### src/rtl/rvb_pcpi_arb.sv
// ---------------------------------------------------------------------------
// rvb_pcpi_arb
//
// Purpose:
//   Shares one rvb_pcpi co-processor unit between two PCPI requesters
//   (for example two cores, or a core and a DMA-style helper). A single
//   transaction is in flight at a time. The arbiter latches the winning
//   request into its own operand registers and forwards it to the unit. It
//   then returns the unit's result to the winner as a one-cycle ready pulse.
//
//   Arbitration is either round-robin (RR_EN = 1) or fixed priority with
//   port 0 winning (RR_EN = 0). In both modes the port that was just
//   served is masked for one IDLE cycle. A requester that keeps its valid
//   high back-to-back therefore cannot starve the other port.
//
// Parameters:
//   RR_EN          1 = round-robin between ports, 0 = fixed priority (port 0)
//
// Ports:
//   clk            sole clock, rising edge
//   reset          synchronous, active-high reset
//   rN_pcpi_valid  request from requester N (N = 0,1)
//   rN_pcpi_insn   instruction word of requester N
//   rN_pcpi_rs1/2/3 operands of requester N
//   rN_pcpi_wr     result-valid flag back to requester N (RESP only)
//   rN_pcpi_rd     result back to requester N (RESP only)
//   rN_pcpi_wait   holds off requester N's illegal-instruction trap
//   rN_pcpi_ready  one-cycle completion pulse to requester N
//   u_pcpi_valid   request to the shared unit (BUSY and granted valid)
//   u_pcpi_insn    registered copy of the granted instruction
//   u_pcpi_rs1/2/3 registered copies of the granted operands
//   u_pcpi_wr      result-valid flag from the unit
//   u_pcpi_rd      result from the unit
//   u_pcpi_wait    unit is still working
//   u_pcpi_ready   unit completion pulse
//   grant          one-hot granted port, 2'b00 when idle
// ---------------------------------------------------------------------------
module rvb_pcpi_arb #(
    parameter int RR_EN = 1
) (
    input  logic        clk,
    input  logic        reset,

    input  logic        r0_pcpi_valid,
    input  logic [31:0] r0_pcpi_insn,
    input  logic [31:0] r0_pcpi_rs1,
    input  logic [31:0] r0_pcpi_rs2,
    input  logic [31:0] r0_pcpi_rs3,
    output logic        r0_pcpi_wr,
    output logic [31:0] r0_pcpi_rd,
    output logic        r0_pcpi_wait,
    output logic        r0_pcpi_ready,

    input  logic        r1_pcpi_valid,
    input  logic [31:0] r1_pcpi_insn,
    input  logic [31:0] r1_pcpi_rs1,
    input  logic [31:0] r1_pcpi_rs2,
    input  logic [31:0] r1_pcpi_rs3,
    output logic        r1_pcpi_wr,
    output logic [31:0] r1_pcpi_rd,
    output logic        r1_pcpi_wait,
    output logic        r1_pcpi_ready,

    output logic        u_pcpi_valid,
    output logic [31:0] u_pcpi_insn,
    output logic [31:0] u_pcpi_rs1,
    output logic [31:0] u_pcpi_rs2,
    output logic [31:0] u_pcpi_rs3,
    input  logic        u_pcpi_wr,
    input  logic [31:0] u_pcpi_rd,
    input  logic        u_pcpi_wait,
    input  logic        u_pcpi_ready,

    output logic [1:0]  grant
);

    localparam logic [1:0] S_IDLE = 2'd0;
    localparam logic [1:0] S_BUSY = 2'd1;
    localparam logic [1:0] S_RESP = 2'd2;

    logic [1:0]  state_q, state_d;
    logic [1:0]  grant_q, grant_d;
    // Round-robin pointer: the port that wins the next tie.
    logic        ptr_q, ptr_d;
    logic [1:0]  mask_q, mask_d;
    logic        wr_q, wr_d;
    logic [31:0] rd_q, rd_d;
    logic [31:0] insn_q, insn_d;
    logic [31:0] rs1_q, rs1_d;
    logic [31:0] rs2_q, rs2_d;
    logic [31:0] rs3_q, rs3_d;

    logic [1:0]  req_vec;
    logic [1:0]  elig;
    logic [1:0]  sel;
    logic        granted_valid;

    assign req_vec       = {r1_pcpi_valid, r0_pcpi_valid};
    assign elig          = req_vec & ~mask_q;
    assign granted_valid = |(grant_q & req_vec);

    // Winner selection, only meaningful while IDLE. On a tie, round-robin
    // follows the pointer. Fixed priority always takes port 0.
    always_comb begin
        sel = 2'b00;
        if (elig == 2'b11) begin
            if ((RR_EN != 0) && ptr_q) begin
                sel = 2'b10;
            end else begin
                sel = 2'b01;
            end
        end else begin
            sel = elig;
        end
    end

    // Next-state logic for the IDLE -> BUSY -> RESP -> IDLE transaction.
    // The mask holds a value only in the first IDLE cycle after RESP, so it
    // defaults to clear every cycle.
    always_comb begin
        state_d = state_q;
        grant_d = grant_q;
        ptr_d   = ptr_q;
        mask_d  = 2'b00;
        wr_d    = wr_q;
        rd_d    = rd_q;
        insn_d  = insn_q;
        rs1_d   = rs1_q;
        rs2_d   = rs2_q;
        rs3_d   = rs3_q;

        case (state_q)
            S_IDLE: begin
                grant_d = 2'b00;
                if (sel != 2'b00) begin
                    grant_d = sel;
                    state_d = S_BUSY;
                    if (sel[1]) begin
                        insn_d = r1_pcpi_insn;
                        rs1_d  = r1_pcpi_rs1;
                        rs2_d  = r1_pcpi_rs2;
                        rs3_d  = r1_pcpi_rs3;
                    end else begin
                        insn_d = r0_pcpi_insn;
                        rs1_d  = r0_pcpi_rs1;
                        rs2_d  = r0_pcpi_rs2;
                        rs3_d  = r0_pcpi_rs3;
                    end
                end
            end

            S_BUSY: begin
                // A requester that dropped valid has trapped or given up.
                // Abort and ignore any completion from the unit in that
                // same cycle.
                if (!granted_valid) begin
                    state_d = S_IDLE;
                    grant_d = 2'b00;
                end else if (u_pcpi_ready) begin
                    wr_d    = u_pcpi_wr;
                    rd_d    = u_pcpi_rd;
                    state_d = S_RESP;
                end
            end

            S_RESP: begin
                state_d = S_IDLE;
                grant_d = 2'b00;
                mask_d  = grant_q;
                // Hand the next tie to the port that was not just served.
                ptr_d   = grant_q[0];
            end

            default: begin
                state_d = S_IDLE;
                grant_d = 2'b00;
            end
        endcase
    end

    // State registers. Reset returns to IDLE with the pointer on port 0 and
    // clears every captured value, so all outputs read zero afterwards.
    always_ff @(posedge clk) begin
        if (reset) begin
            state_q <= S_IDLE;
            grant_q <= 2'b00;
            ptr_q   <= 1'b0;
            mask_q  <= 2'b00;
            wr_q    <= 1'b0;
            rd_q    <= 32'd0;
            insn_q  <= 32'd0;
            rs1_q   <= 32'd0;
            rs2_q   <= 32'd0;
            rs3_q   <= 32'd0;
        end else begin
            state_q <= state_d;
            grant_q <= grant_d;
            ptr_q   <= ptr_d;
            mask_q  <= mask_d;
            wr_q    <= wr_d;
            rd_q    <= rd_d;
            insn_q  <= insn_d;
            rs1_q   <= rs1_d;
            rs2_q   <= rs2_d;
            rs3_q   <= rs3_d;
        end
    end

    logic busy;
    logic resp;

    assign busy = (state_q == S_BUSY);
    assign resp = (state_q == S_RESP);

    // The unit sees a request only while the granted requester still holds
    // valid. A requester that abandons its request drops u_pcpi_valid in
    // the same cycle.
    assign u_pcpi_valid = busy & granted_valid;
    assign u_pcpi_insn  = insn_q;
    assign u_pcpi_rs1   = rs1_q;
    assign u_pcpi_rs2   = rs2_q;
    assign u_pcpi_rs3   = rs3_q;
    assign grant        = grant_q;

    assign r0_pcpi_ready = resp & grant_q[0];
    assign r1_pcpi_ready = resp & grant_q[1];
    assign r0_pcpi_wr    = r0_pcpi_ready & wr_q;
    assign r1_pcpi_wr    = r1_pcpi_ready & wr_q;
    assign r0_pcpi_rd    = r0_pcpi_ready ? rd_q : 32'd0;
    assign r1_pcpi_rd    = r1_pcpi_ready ? rd_q : 32'd0;

    // The granted port sees the unit's own wait while BUSY. A waiting port
    // that is queued behind another transaction is held off unconditionally.
    assign r0_pcpi_wait = (busy & grant_q[0]) ? u_pcpi_wait
                        : (r0_pcpi_valid & ~grant_q[0] & (state_q != S_IDLE));
    assign r1_pcpi_wait = (busy & grant_q[1]) ? u_pcpi_wait
                        : (r1_pcpi_valid & ~grant_q[1] & (state_q != S_IDLE));

endmodule

### config.mk
export PLATFORM = sky130hd
export DESIGN_NAME = rvb_pcpi_arb
export DESIGN_NICKNAME = d
export VERILOG_FILES = /design/src/rtl/rvb_pcpi_arb.sv
export SDC_FILE = /design/constraint.sdc
export NUM_CORES = 1
export LEC_CHECK = 0
export ABC_AREA = 0
export CAP_MARGIN = 20
export CORE_AREA = 2 2 191 193
export CTS_BUF_LIST = sky130_fd_sc_hd__clkbuf_4
export DETAILED_ROUTE_END_ITERATION = 10
export DIE_AREA = 0 0 193 195
export DONT_BUFFER_PORTS = 1
export PLACE_DENSITY_LB_ADDON = 0.08
export SYNTH_ARGS = -nofsm -noshare
export SYNTH_HDL_FRONTEND = slang
export SYNTH_SLANG_ARGS = --single-unit
### constraint.sdc
create_clock -name clk -period 3.26 [get_ports clk]
set_clock_uncertainty 0.05 [all_clocks]
set_input_delay 0.652 -clock clk [delete_from_list [all_inputs] [get_ports clk]]
set_output_delay 0.652 -clock clk [all_outputs]
set_load 0.005 [all_outputs]
* Yosys cells after proc, flatten, opt, wreduce, memory -nomap -nowiden *
Cells that the tools add are included.

storage, ports and cells
  bits in registers = 168
  input port bits = 295
  word-level logic and storage cells = 58

operators by class
  eq/ne operators = 6
  mux-type cells = 17
  bitwise logic cells = 17
  reductions and logical operators = 8

operators by type and width
  kind                count
  $mux 32             6
  $mux 2              7
  $and 1x1->1         11
  $pmux 2 s2          2
  $and 2x2->2         2
  $eq 2x2->1 const B  2
  $ne 2x2->1 const B  2
  $reduce_and 2->1    2
  $reduce_bool 2->1   2
  $reduce_or 2->1     2
  $ne 3x3->1 const B  1
  $not 1->1           3
  $reduce_and 3->1    1
  $eq 2x1->1 const B  1
  $logic_not 2->1     1
  $mux 1              2
  $not 2->2           1

* Depth between registers and ports, before layout *
  depth after elaboration = 7
  gate-level depth with buffers = 6

* Worst setup path after synthesis *
No wires, ideal clock.

  kind = input-to-reg
  from = in r0_pcpi_valid
  to = reg insn_q[1] (netlist: u_pcpi_insn[1])
  setup time = 0.152 ns
  arrival = 1.673 ns
  required time = 3.058 ns
  setup slack = 1.385 ns
  stages on the path = 5
  path buffers = 2
  cell sequence = or3b_1 -> buf_2 -> buf_2 -> a221oi_2 -> a221oi_2

between the ends
  cells in the longest elaborated chain, start to end = 5

ends and longest elaborated chain
  element                     RTL line  RTL
  start, declared             44        input logic r0_pcpi_valid,
  $and 2x2->2 *               99        assign elig = req_vec & ~mask_q;
  $eq 2x2->1                  106       if (elig == 2'b11) begin
  $mux 2 *                    106
  $reduce_bool 2->1           135       if (sel != 2'b00) begin
  $reduce_and 2->1 (no line)  -
  end signal, assigned        202       insn_q <= insn_d;
  end, declared               88        logic [31:0] insn_q, insn_d;

Every way passes the cells marked *; elsewhere a longest branch is shown, timed or not.
A chain may end at the register's enable or synchronous reset.

* Worst setup path in the final report *
  from = reg grant_q[0] (netlist: grant[0])
  to = out r0_pcpi_rd[3]

between the ends
  cells in the longest elaborated chain, start to end = 2

ends and longest elaborated chain
  element                 RTL line  RTL
  start, declared         82        logic [1:0] grant_q, grant_d;
  start signal, assigned  197       grant_q <= grant_d;
  $and 1x1->1             225       assign r0_pcpi_ready = resp & grant_q[0];
  $mux 32                 229       assign r0_pcpi_rd = r0_pcpi_ready ? rd_q : 32'd0;
  end, declared           50        output logic [31:0] r0_pcpi_rd,

Every way passes these cells.

==> run summary <==
Die Height -> 195 um
Initial Util -> 32.1%
Slew @ Worst Pin -> 0.977 ns
CTS Hold Bufs -> 4
Post-route ant nets -> 0
Mapped cell area -> 11400 um^2
Vias in the first global route -> 9104
Critical Path, Cell by Cell -> and3b_1 > buf_4 > and2_1
Yosys cell types -> 32
Commonest non-fill, non-tap cell in the layout -> a221oi_2
Worst slack, placed -> 0.844 ns
Area grow syn2layout -> 4.71%
Clock Tree Root -> clkbuf_4
Pleak -> 0.00413 uW
Max Cap Viol -> 0
Number of remaining DRC errors -> 0
Max frequency -> 375 MHz
Run status -> completed
Power Total -> 4820 uW
Hold Vio Cnt, Final -> 0
CTS max path bufs -> 2
Share of cells above drive strength 1 -> 27.0%
Critical Path Sink Type -> output pin
Pwr dens -> 404 nW/um^2
Hold Path Class -> in2reg
RSZ-0062 raised after global routing -> false
Startpoint class of the critical path -> register
Post-CTS Setup Bufs -> 0
Critical path's largest stage delay -> 0.59 ns
Initial DRC Count -> 475
CTS tree -> built
Routed vias -> 9027
Avg WL per Cell -> 26.7 um
Reg2reg setup slack -> 0.92 ns
Most frequent cells in the layout -> a221oi_2, dfxtp_1, inv_1
Crit Path Max Fanout -> 35
Clk sinks -> 168
GPL Wtd Cong -> 0.769
Post-Layout Cell Count -> 1545
Gr ovfl total -> 0
Worst setup margin -> 0.592 ns
Arr. time, crit path -> 1.97 ns
Setup TNS -> 0 ns
Tmin final -> 2.67 ns
Synth warn -> 0
Placed cells -> 1493
Final worst-path cycle share -> 81.9%
Initial DRT Pass Iterations -> 5
Hold depth -> 2
GRT Total Usage -> 20.8%
CP max-delay cell -> dfxtp_1
Cells after Synth -> 1168
Via density -> 5.84
Slew Limit Fails -> 0
Crit path kind -> reg2out
Multi-input logic area -> 6780 um^2
Die area -> 37600 um^2
Num rows -> 69
Yosys reg bits -> 168
H-tree depth -> 4
Die Wd -> 193 um
Path depth of the worst reg2reg path -> 4
Final setup fails -> 0
Antenna violations before repair -> 20
Required time worst endpoint -> 2.56 ns
DPL Wire Length -> 25200 um
Min Hold Slack -> 0.104 ns
Final #Nets -> 1350
Syn Area/Cell -> 9.74 um^2
Seq/Total Area, Yosys -> 29.6%
Largest net degree at the start of global routing -> 161
First-pass GRT wire length -> 59700 um
Clk_lat worst skew -> 0.62 ns
Syn_nets -> 1463
TritonCTS Buffers -> 17
# fillers -> 3663
CTS resizes -> 0
Final WL -> 41300 um
Max-slew headroom -> 34.9%
Port Buffer Count -> 0
Core box area -> 35400 um^2
Clk pin slew, worst setup/hold paths -> 0.16 ns
Max IR drop VDD -> 0.192 mV
Ports -> 496
Register area -> 3370 um^2
routing by layer:
layer	vias up	routed length (um)	track usage [%]
met5	-	55	0
met4	8	868	6.93
met3	47	3160	6.52
met2	341	20100	34.7
met1	4478	17000	25.2
li1	4153	-	-
worst max-delay path, delay by kind of cell, from the launching register on:
family                 cells  cell delay [ns]
AND/OR/NAND/NOR            2             0.48
buffers and inverters      1             0.27
flip-flops                 1             0.59
metrics by stage:
stage / cell area (um^2) / utilization [%]
finish: 11900 / 33.6
detailed placement: 11500 / 32.5
global placement: 11500 / 32.5
floorplan: 11400 / -
global route: 11900 / 33.6
CTS: 11900 / 33.5
power breakdown:
part | switching [uW] | internal (uW) | total (uW) | leakage [uW]
combinational | 661 | 470 | 1130 | 0.00260
sequential | 171 | 2230 | 2400 | 0.00139
clock | 896 | 392 | 1290 | 0.000133
sequential cells by signal, indices dropped and copies added (netlist names):
name,flops
wr_q,1
mask_q,2
u_pcpi_rs1,32
u_pcpi_rs2,32
ptr_q,1
state_q,2
rd_q,32
u_pcpi_insn,32
grant,2
u_pcpi_rs3,32
logic make-up (layout without fill, tap and decap cells):
| family | after synthesis | in the layout | share of synthesized area (%) |
|---|---|---|---|
| buffers and inverters | 290 | 190 | 11.1 |
| AND/OR/NAND/NOR | 283 | 283 | 18.4 |
| other | 0 | 16 | 0 |
| flip-flops | 168 | 168 | 29.6 |
| AO/OA/AOI/OAI | 394 | 394 | 38.0 |
| multiplexers | 33 | 33 | 2.90 |
cells in the mapped netlist:
| master | number | area share, % |
|---|---|---|
| nor3_1 | 1 | 0.044 |
| buf_4 | 5 | 0.33 |
| buf_6 | 12 | 1.2 |
| a21o_1 | 2 | 0.13 |
| buf_2 | 55 | 2.4 |
| and2_1 | 67 | 3.7 |
| or2_1 | 1 | 0.055 |
| a22o_1 | 1 | 0.077 |
| a211oi_1 | 1 | 0.066 |
| nand3b_1 | 1 | 0.066 |
| a221oi_2 | 220 | 29 |
| or3_1 | 1 | 0.055 |
| nand3_1 | 4 | 0.18 |
| a311o_1 | 1 | 0.088 |
| o21ai_1 | 6 | 0.26 |
| or3b_1 | 1 | 0.077 |
| and3b_1 | 129 | 9.9 |
| nor2b_1 | 3 | 0.17 |
| inv_1 | 130 | 4.3 |
| buf_1 | 2 | 0.066 |
| nand2_1 | 2 | 0.066 |
| nor2_1 | 2 | 0.066 |
| a221oi_1 | 36 | 2.8 |
| clkbuf_1 | 86 | 2.8 |
| and3_1 | 1 | 0.055 |
| nor3b_2 | 1 | 0.11 |
| dfxtp_1 | 168 | 30 |
| o21ai_0 | 124 | 5.5 |
| a21oi_1 | 3 | 0.13 |
| nand2b_1 | 68 | 3.7 |
| nand2b_2 | 1 | 0.077 |
| mux2i_1 | 33 | 2.9 |
area by class of cell:
type	count	share of cell area [%]
diodes	16	0.336
clock buffers	17	1.07
clock inverters	15	1.22
inverters	130	4.10
multi-input cells	710	56.9
flip-flops and latches	168	28.3
well taps	461	4.84
repair buffers	28	3.26
path summary, 6_finish.rpt:
kind	endpoint	start
setup / recovery	r0_pcpi_rd[3]	grant[0]
hold / removal	rd_q[22]	u_pcpi_rd[22]
setup reg to reg	u_pcpi_rs2[19]	mask_q[1]
hold reg to reg	u_pcpi_rs2[25]	u_pcpi_rs2[25]
Power figures use the tool's default switching activity.
